--- src/rtl/noc_pkg.sv ---
// noc_pkg -- shared definitions for the NoC input route controller.
//   Port codes (3-bit), flit-type codes (2-bit), controller state type
//   and a small flit-classification helper.
package noc_pkg;

    // Output port codes
    localparam logic [2:0] PORT_LOCAL = 3'b000;
    localparam logic [2:0] PORT_E     = 3'b001;
    localparam logic [2:0] PORT_W     = 3'b010;
    localparam logic [2:0] PORT_N     = 3'b011;
    localparam logic [2:0] PORT_S     = 3'b100;
    localparam logic [2:0] PORT_NONE  = 3'b111;

    // Flit type field (top two bits of a flit)
    localparam logic [1:0] FLIT_BODY   = 2'b00;
    localparam logic [1:0] FLIT_TAIL   = 2'b01;
    localparam logic [1:0] FLIT_HEAD   = 2'b10;
    localparam logic [1:0] FLIT_SINGLE = 2'b11;

    // Controller state
    typedef logic [1:0] irc_state_t;
    localparam irc_state_t ST_IDLE = 2'd0;
    localparam irc_state_t ST_REQ  = 2'd1;
    localparam irc_state_t ST_XFER = 2'd2;

    typedef struct packed {
        logic opens;   // head or single: starts a packet
        logic closes;  // tail or single: ends a packet
    } flit_kind_t;

    // The encoding puts "opens" in bit 1 and "closes" in bit 0.
    function automatic flit_kind_t flit_kind(input logic [1:0] ftype);
        flit_kind_t k;
        k.opens  = ftype[1];
        k.closes = ftype[0];
        return k;
    endfunction

endpackage

--- src/rtl/route_calc.sv ---
// route_calc -- combinational dimension-order route computation.
//   Default build: XY order (X resolved first).
//   IRC_YX_ROUTE_EN defined: YX order (Y resolved first).
// Ports:
//   x_cur, y_cur  in   ADDR_WIDTH  this router's coordinates
//   x_des, y_des  in   ADDR_WIDTH  destination coordinates (unsigned)
//   port          out  3           port code from noc_pkg
module route_calc
    import noc_pkg::*;
#(
    parameter int ADDR_WIDTH = 2
) (
    input  logic [ADDR_WIDTH-1:0] x_cur,
    input  logic [ADDR_WIDTH-1:0] y_cur,
    input  logic [ADDR_WIDTH-1:0] x_des,
    input  logic [ADDR_WIDTH-1:0] y_des,
    output logic [2:0]            port
);

    always_comb begin
        port = PORT_LOCAL;
`ifdef IRC_YX_ROUTE_EN
        if (y_des > y_cur)      port = PORT_N;
        else if (y_des < y_cur) port = PORT_S;
        else if (x_des > x_cur) port = PORT_E;
        else if (x_des < x_cur) port = PORT_W;
`else
        if (x_des > x_cur)      port = PORT_E;
        else if (x_des < x_cur) port = PORT_W;
        else if (y_des > y_cur) port = PORT_N;
        else if (y_des < y_cur) port = PORT_S;
`endif
    end

endmodule

--- src/rtl/input_route_ctrl.sv ---
// input_route_ctrl -- NoC router input-port controller.
//   Reads a show-ahead input FIFO, computes the route of each head flit,
//   requests/locks an output port (wormhole) and forwards flits downstream.
//   Stray body/tail flits seen while idle are popped and reported.
//   Optional: define IRC_YX_ROUTE_EN for YX instead of XY routing.
// Ports:
//   clk, rst              clock, synchronous active-low reset
//   x_cur, y_cur          router coordinates (latched during reset)
//   data_in, empty, read  FIFO head flit, empty flag, pop strobe
//   req_port, req_valid   output-port request / lock to the arbiter
//   grant                 arbiter grant
//   out_ready             downstream accepts a flit
//   data_out, data_valid  forwarded flit and qualifier
//   err_drop              one-cycle pulse per dropped stray flit
// DATA_WIDTH must be at least 2*ADDR_WIDTH+2, N_REGISTER at least 3.
module input_route_ctrl
    import noc_pkg::*;
#(
    parameter int DATA_WIDTH = 16,
    parameter int ADDR_WIDTH = 2,
    parameter int N_REGISTER = 3
) (
    input  logic                  clk,
    input  logic                  rst,
    input  logic [ADDR_WIDTH-1:0] x_cur,
    input  logic [ADDR_WIDTH-1:0] y_cur,
    input  logic [DATA_WIDTH-1:0] data_in,
    input  logic                  empty,
    output logic                  read,
    output logic [N_REGISTER-1:0] req_port,
    output logic                  req_valid,
    input  logic                  grant,
    input  logic                  out_ready,
    output logic [DATA_WIDTH-1:0] data_out,
    output logic                  data_valid,
    output logic                  err_drop
);

    localparam logic [N_REGISTER-1:0] NONE_CODE = {N_REGISTER{1'b1}};

    irc_state_t            state;
    logic [ADDR_WIDTH-1:0] x_cur_q, y_cur_q;
    logic [2:0]            route_port;
    flit_kind_t            kind;

    assign kind = flit_kind(data_in[DATA_WIDTH-1:DATA_WIDTH-2]);

    route_calc #(.ADDR_WIDTH(ADDR_WIDTH)) u_route (
        .x_cur (x_cur_q),
        .y_cur (y_cur_q),
        .x_des (data_in[ADDR_WIDTH-1:0]),
        .y_des (data_in[2*ADDR_WIDTH-1:ADDR_WIDTH]),
        .port  (route_port)
    );

    // Pop strobe. In IDLE only stray flits are popped; a head stays at the
    // FIFO head until the output is granted so XFER forwards it first.
    always_comb begin
        read = 1'b0;
        if (rst && !empty) begin
            case (state)
                ST_IDLE: read = !kind.opens;
                ST_XFER: read = out_ready;
                default: read = 1'b0;
            endcase
        end
    end

    always_ff @(posedge clk) begin
        if (!rst) begin
            state      <= ST_IDLE;
            req_port   <= NONE_CODE;
            req_valid  <= 1'b0;
            data_out   <= '0;
            data_valid <= 1'b0;
            err_drop   <= 1'b0;
            x_cur_q    <= x_cur;
            y_cur_q    <= y_cur;
        end else begin
            err_drop   <= 1'b0;
            data_valid <= 1'b0;
            case (state)
                ST_IDLE: begin
                    if (!empty) begin
                        if (kind.opens) begin
                            req_port  <= N_REGISTER'(route_port);
                            req_valid <= 1'b1;
                            state     <= ST_REQ;
                        end else begin
                            err_drop <= 1'b1;
                        end
                    end
                end
                ST_REQ: begin
                    if (grant) state <= ST_XFER;
                end
                ST_XFER: begin
                    // Grant is not looked at here: the lock holds the output
                    // until the closing flit. A mid-packet head has no close
                    // bit, so it passes through as an ordinary body flit.
                    if (read) begin
                        data_out   <= data_in;
                        data_valid <= 1'b1;
                        if (kind.closes) begin
                            req_valid <= 1'b0;
                            req_port  <= NONE_CODE;
                            state     <= ST_IDLE;
                        end
                    end
                end
                default: begin
                    state     <= ST_IDLE;
                    req_valid <= 1'b0;
                    req_port  <= NONE_CODE;
                end
            endcase
        end
    end

endmodule

--- config.mk ---
export PLATFORM = sky130hd
export DESIGN_NAME = input_route_ctrl
export DESIGN_NICKNAME = d
export VERILOG_FILES = /design/src/rtl/noc_pkg.sv /design/src/rtl/route_calc.sv /design/src/rtl/input_route_ctrl.sv
export SDC_FILE = /design/constraint.sdc
export NUM_CORES = 1
export LEC_CHECK = 0
export ABC_AREA = 1
export CELL_PAD_IN_SITES_DETAIL_PLACEMENT = 1
export CELL_PAD_IN_SITES_GLOBAL_PLACEMENT = 1
export CORE_MARGIN = 2
export CORE_UTILIZATION = 44
export DETAILED_ROUTE_END_ITERATION = 7
export DONT_BUFFER_PORTS = 1
export PLACE_DENSITY = 0.79
export RECOVER_POWER = 100
export SYNTH_ARGS = -nofsm -noshare
export SYNTH_HDL_FRONTEND = slang
export SYNTH_SLANG_ARGS = --single-unit
export TNS_END_PERCENT = 20
--- constraint.sdc ---
create_clock -name clk -period 1.6 [get_ports clk]
set_input_delay 0.4 -clock clk [delete_from_list [all_inputs] [get_ports clk]]
set_output_delay 0.4 -clock clk [all_outputs]
set_load 0.01 [all_outputs]
==> results.txt, run 1 <==
----------------------------------------------------
[Route]
  Via count of the routed design ... 907
  DRC viols ... 0
  Routed Wire Length ... 2.607 mm
  1st-iter DRT viols ... 9
  Remaining antenna violation count after routing ... 0
  Router iterations before antenna repair ... 4
  DR WL/cell ... 15.16 um
  Per-cell via count in the routed design ... 5.273

[Finish]
  Net count, final ... 171
  Area delta synth->final ... 8.192%
  Number of antenna cells inserted ... 0
  Fraction of layout cells with a size suffix above 1 ... 24.11%
  Filler Cells Inserted ... 324
  Post-layout util ... 49.57%

[Flow run]
  Max-capacitance violation count ... 0

[Floorplan]
  Site row count ... 19
  Core area ... 2734 sq um
  Number of ports placed on the die boundary ... 48
  Die height ... 57.35 um
  Die outline area ... 3289 sq um
  Initial core utilization ... 45.81%
  Chip width ... 57.35 um

[Status]
  Result of the run ... finished, final reports clean

[Critical path]
  Endpoint type of the worst setup path ... primary output
  Worst-path cell with the longest stage delay ... dfxtp_4
  Worst Setup Path Type ... register to primary output
  Maximum fanout along the worst path ... 4
  Data required time of the critical path ... 1200 ps
  Cell repeated most along the worst path ... inv_4
  Type of element launching the critical path ... register
  Critical path's top delay family ... flip-flops
  Crit path DAT ... 1150 ps
  Critical path cell sequence ... inv_4 -> nor2_4 -> inv_4 -> o22ai_4
  Number of buffers and inverters on the critical path ... 2
  Largest incremental delay on the critical path ... 410 ps

[CTS]
  Skew-Pair Late Insertion Delay ... 320 ps
  CTS H-tree lvls ... 1
  Cts bufs inserted ... 3
  Hold_buf cts ... 0
  TritonCTS clock tree ... built
  Clock Pin Slew Worst Setup and Hold Paths ... 140 ps
  Clock tree buffer depth ... 2
  Root buffer cell ... clkbuf_4
  CTS sink count ... 28

[Timing]
  Slew at the pin closest to its max-slew limit ... 377.7 ps
  Max Freq ... 0.6460 GHz
  Final critical-path required period ... 1548 ps
  Number of failing setup endpoints in the final timing report ... 0
  Total negative slack for setup checks ... 0 ps
  Unrepaired setup endpoints after global routing ... true
  Max-slew violations ... 0
  Worst Skew ... 6.145 ps
  Worst max-slew margin expressed relative to the limit ... 74.79%
  Final number of hold-violating endpoints ... 0
  Fraction of the cycle the final worst path needs ... 96.75%

[Synth]
  Number of flops mapped to enable cells by yosys ... 4
  Post-synthesis net count ... 169
  Top cells by area in the synthesized netlist ... dfxtp_1 (38%), nand2_1 (13%), edfxtp_1 (9.6%), o21ai_2 (9.1%), inv_1 (4.2%)
  Portion of the post-synthesis area used by sequential elements ... 47.95%
  Post-synth top cells ... nand2_1 (42), dfxtp_1 (24), inv_1 (14)
  Synth Instances ... 140
  Top-area cell type share of the netlist area ... 38.36%
  Count of state elements after synthesis ... 28
  Post-synthesis average cell area ... 8.946 sq um
  Library cell with the highest instance count after synthesis ... nand2_1
  Dominant register cell in the synthesized netlist ... dfxtp_1
  Async SR Flop Fraction ... 0%
  YS warnings ... 0
  Number of distinct library cells after synthesis ... 23
  Cell area after technology mapping ... 1252 sq um
  Cell type with the highest aggregate area in the netlist ... dfxtp_1

[Global route]
  Global-route congestion overflow total ... 0
  Number of antenna violations at the first check in global routing ... 0
  Pin count of the biggest net entering global routing ... 21
  Wire length of the first global-routing pass ... 4.202 mm
  All-layer global routing usage ... 16.78%
  Vias in the first global route ... 977

[Place]
  Input/output buffers ... 0
  Final weighted congestion in routability-driven placement ... 0.7135
  Dpl hpwl ... 2.028 mm

[Pwr]
  Largest vdd supply drop ... 707.3 uV
  Leakage power figure ... 0.0005800 uW
  Pwr per Cell Area ... 1002 nW/um^2
  Design Power ... 1358 uW

[Min path]
  Min-Delay Path Class ... primary input to register

----------------------------------------------------
==> cells by family (layout without fill, tap and decap cells) <==
family / after synthesis / count (layout) / share of synthesized area, %
buffers and inverters: 21 / 22 / 8.990
AND/OR/NAND/NOR: 62 / 62 / 23.18
adder cells (fa/ha/maj): 4 / 4 / 3.996
flip-flops: 28 / 28 / 47.95
AO/OA/AOI/OAI: 25 / 25 / 15.88
==> power breakdown <==
group	internal [uW]	total [uW]	switching [uW]
Combinational	48.1	131	82.9
Clock	253	458	204
Sequential	742	769	27.0
Total	1040	1360	314
==> metal layers <==
metal	GRT usage, %	share of wire, %	vias to the layer above
met4	6.645	1.3	0
met3	6.576	7.6	4
met2	30.03	52	33
met1	17.44	39	420
met5	0	0	-
li1	-	-	450
==> stage by stage <==
stage	hold slack [ps]	cell area (sq um)	setup slack, ps	std cells
2_1_floorplan	472.4	1252	219.9	140
3_3_place_gp	475.1	1266	266.2	168
3_5_place_dp	483.6	1266	184.5	168
4_1_cts	125.6	1335	5.235	172
5_1_grt	112.9	1355	-29.08	172
6_report	139.3	1355	52.04	172
==> worst paths after layout <==
path | startpoint | endpoint | slack (ps) | cells past startpoint
max | state[1] | read | 50 | 4
min | data_in[15] | err_drop | 140 | 1
max reg2reg | y_cur_q[1] | req_port[2] | 290 | 7
min reg2reg | data_out[9] | data_out[9] | 530 | 2
==> registers in the layout, summed over array words and instances, names as in the netlist <==
| register | cells |
|---|---|
| req_valid | 1 |
| state | 2 |
| y_cur_q | 2 |
| data_out | 16 |
| req_port | 3 |
| data_valid | 1 |
| err_drop | 1 |
| x_cur_q | 2 |
==> worst register-to-register path: stages, from the launching register on <==
cell and delay (ps):
edfxtp_1 360, inv_1 40, ha_1 280, inv_1 40, o21bai_1 220, o21ai_0 150
nand2_1 90, nand3_1 60
==> timing repair <==
item / CTS / global route
setup endpoints to repair: 1 / 1
setup buffers: 0 / 0
pin swaps: 0 / 0
cloned: 0 / 0
resized for setup: 5 / 5
==> final cells by class <==
| cell class | instances | area [sq um] | area share (%) |
|---|---|---|---|
| clock buffers | 3 | 22.52 | 1.662 |
| clock inverters | 1 | 30.03 | 2.216 |
| inverters | 16 | 65.06 | 4.801 |
| multi-input cells | 91 | 565.5 | 41.74 |
| flip-flops and latches | 28 | 605.6 | 44.69 |
| well taps | 31 | 38.79 | 2.862 |
| repair buffers | 2 | 27.53 | 2.031 |
==> placed cells by master (no fill, tap or decap), drive strengths merged <==
cell     n
o22ai    1
buf      2
edfxtp   4
ha       4
o21ai   15
nor2     7
a211oi   2
nand2   44
dfxtp   24
clkbuf   3
nand3   10
o21bai   2
inv     16
nand3b   1
bufinv   1
a21oi    5
Note: power is estimated with default switching activity, not from simulation.
==> inputs of run 2 (changes only) <==
--- a/config.mk
+++ b/config.mk
@@ -9,12 +9,13 @@
 export CELL_PAD_IN_SITES_DETAIL_PLACEMENT = 1
 export CELL_PAD_IN_SITES_GLOBAL_PLACEMENT = 1
 export CORE_MARGIN = 2
-export CORE_UTILIZATION = 44
+export CORE_UTILIZATION = 42
 export DETAILED_ROUTE_END_ITERATION = 7
 export DONT_BUFFER_PORTS = 1
 export PLACE_DENSITY = 0.79
 export RECOVER_POWER = 100
 export SYNTH_ARGS = -nofsm -noshare
 export SYNTH_HDL_FRONTEND = slang
+export SYNTH_HIERARCHICAL = 1
 export SYNTH_SLANG_ARGS = --single-unit
 export TNS_END_PERCENT = 20
==> results.txt, run 2 <==
----------------------------------------------------
[Pwr]
  Largest vdd supply drop ... 458.5 uV
  Leakage power figure ... 0.0005585 uW
  Pwr per Cell Area ... 958.8 nW/um^2

[Synth]
  Count of state elements after synthesis ... 28
  Number of distinct library cells after synthesis ... 19
  Dominant register cell in the synthesized netlist ... dfxtp_1
  Cell type with the highest aggregate area in the netlist ... dfxtp_1
  Portion of the post-synthesis area used by sequential elements ... 50.96%
  Post-synthesis net count ... 181
  YS warnings ... 6
  Synth Instances ... 152
  Post-synth top cells ... nand2_1 (47), dfxtp_1 (24), inv_1 (19)
  Async SR Flop Fraction ... 0%
  Top cells by area in the synthesized netlist ... dfxtp_1 (41%), nand2_1 (15%), edfxtp_1 (10%), o21ai_0 (6.4%), inv_1 (6.1%)
  Cell area after technology mapping ... 1179 sq um
  Top-area cell type share of the netlist area ... 40.76%
  Post-synthesis average cell area ... 7.754 sq um
  Number of flops mapped to enable cells by yosys ... 4
  Library cell with the highest instance count after synthesis ... nand2_1

[CTS]
  CTS sink count ... 28
  Hold_buf cts ... 0
  Clock Pin Slew Worst Setup and Hold Paths ... 140 ps
  CTS H-tree lvls ... 1
  Clock tree buffer depth ... 2
  Root buffer cell ... clkbuf_4
  TritonCTS clock tree ... built
  Skew-Pair Late Insertion Delay ... 330 ps
  Cts bufs inserted ... 3

[Floorplan]
  Chip width ... 56.98 um
  Core area ... 2710 sq um
  Die outline area ... 3246 sq um
  Initial core utilization ... 43.49%
  Number of ports placed on the die boundary ... 48
  Site row count ... 19
  Die height ... 56.98 um

[Finish]
  Net count, final ... 187
  Top reg by flops ... data_out
  Most frequent cells in the layout ... nand2_1 (46), dfxtp_1 (22), inv_1 (18)
  Largest register FFs ... 16
  Number of standard cells in the final layout excluding fillers ... 188
  Fraction of layout cells with a size suffix above 1 ... 14.01%
  Post-layout util ... 47.78%
  Most frequent standard cell in the layout excluding fill and tap cells ... nand2_1
  Top flop regs ... data_out: 16 flops, req_port: 3 flops
  Number of antenna cells inserted ... 0
  Area delta synth->final ... 9.872%

[Critical path]
  Crit path DAT ... 1130 ps
  Type of element launching the critical path ... register
  Maximum fanout along the worst path ... 4
  Endpoint type of the worst setup path ... primary output
  Worst Setup Path Type ... register to primary output
  Worst reg2reg path depth ... 10
  Data required time of the critical path ... 1200 ps

[Route]
  1st-iter DRT viols ... 31
  Remaining antenna violation count after routing ... 0
  DR WL/cell ... 14.26 um
  Per-cell via count in the routed design ... 5.176
  Routed Wire Length ... 2.680 mm
  Router iterations before antenna repair ... 4
  Via count of the routed design ... 973
  DRC viols ... 0

[Timing]
  Fraction of the cycle the final worst path needs ... 95.72%
  Number of failing setup endpoints in the final timing report ... 0
  Worst Skew ... 2.635 ps
  Slew at the pin closest to its max-slew limit ... 420.9 ps
  Max Freq ... 0.6529 GHz
  Worst max-slew margin expressed relative to the limit ... 71.94%
  Final critical-path required period ... 1532 ps
  Max-slew violations ... 0
  Final number of hold-violating endpoints ... 0

[Global route]
  Vias in the first global route ... 1007
  GR Layer Usage met3 ... 4.762%
  Global-route congestion overflow total ... 0
  Number of antenna violations at the first check in global routing ... 0
  Global routing met1 resource utilization ... 18.88%
  Met2 track utilization from global routing ... 32.02%
  All-layer global routing usage ... 17.69%
  Wire length of the first global-routing pass ... 4.443 mm
  Most utilized layer in the global route result ... met2
  Pin count of the biggest net entering global routing ... 30

[Place]
  Input/output buffers ... 0
  Dpl hpwl ... 2.027 mm
  Final weighted congestion in routability-driven placement ... 0.7947
  Inst Count DP ... 181

[Min path]
  Min-Delay Path Class ... primary input to register
  Instance count along the most critical hold path ... 1

[Status]
  Result of the run ... finished, final reports clean

[Flow run]
  Max-capacitance violation count ... 0

----------------------------------------------------
## run 2: cell types whose count changed after synthesis, moves of 3 or more
cell     change
buf_2        +4
a21oi_1      -3
nand3_1      +4
o21ai_2     -13
nand2_1      +5
o21ai_0     +13
inv_1        +5
## run 2: kinds of logic after synthesis
logic type | count (synthesis) | synth area share (%)
buf+inv | 26 | 9.024
compound gates | 20 | 8.811
fa+ha+maj | 4 | 4.246
simple gates | 74 | 26.96
flops | 28 | 50.96
## run 2: metrics by stage
stage	instance area [sq um]	total power, uW	worst slack [ps]	setup TNS, ps	hold slack (ps)
global route	1295	1313	-8.949	-8.949	123.8
floorplan	1179	882.6	139.3	0	485.8
CTS	1254	1265	25.07	0	135.5
global placement	1212	900.0	235.4	0	490.0
detailed placement	1212	910.0	152.3	0	498.9
finish	1295	1242	68.43	0	148.2
## run 2: layout make-up
class	count	area [sq um]
fill	342	1415
multi-input combinational	98	491.7
clock buffer	4	36.28
sequential	28	605.6
inverter	21	81.33
timing repair buffer	6	41.29
tap	31	38.79
## run 2: critical path, stage by stage, from the launching register on
cell	delay (ps)
dfxtp_4	400
inv_4	40
nor3_4	200
inv_2	80
o21ai_4	80
## run 2: worst paths after layout
kind / startpoint / slack [ps] / end
max reg2reg: x_cur_q[1] / 280 / req_port[0]
max: state[1] / 70 / read
min reg2reg: data_out[9] / 530 / data_out[9]
min: rst / 150 / req_port[2]
## run 2: what timing repair did
item / in CTS / in global routing
endpoints found under the setup margin: 1 / 1
endpoints found under the hold margin: 0 / 0
buffers inserted: 0 / 3
gates resized for setup: 3 / 7
pin swaps: 1 / 1
## run 2: power by group
group          leakage, uW  total (uW)  internal [uW]  switching [uW]
Clock            0.0000210         343            139             204
Combinational     0.000303         136           50.4            85.7
Sequential        0.000235         762            739            23.2
## run 2: per-layer routing
layer,wire length [um],vias to the layer above
met5,0,-
met4,54,0
met3,218,5
met2,1364,33
met1,1041,446
li1,-,489
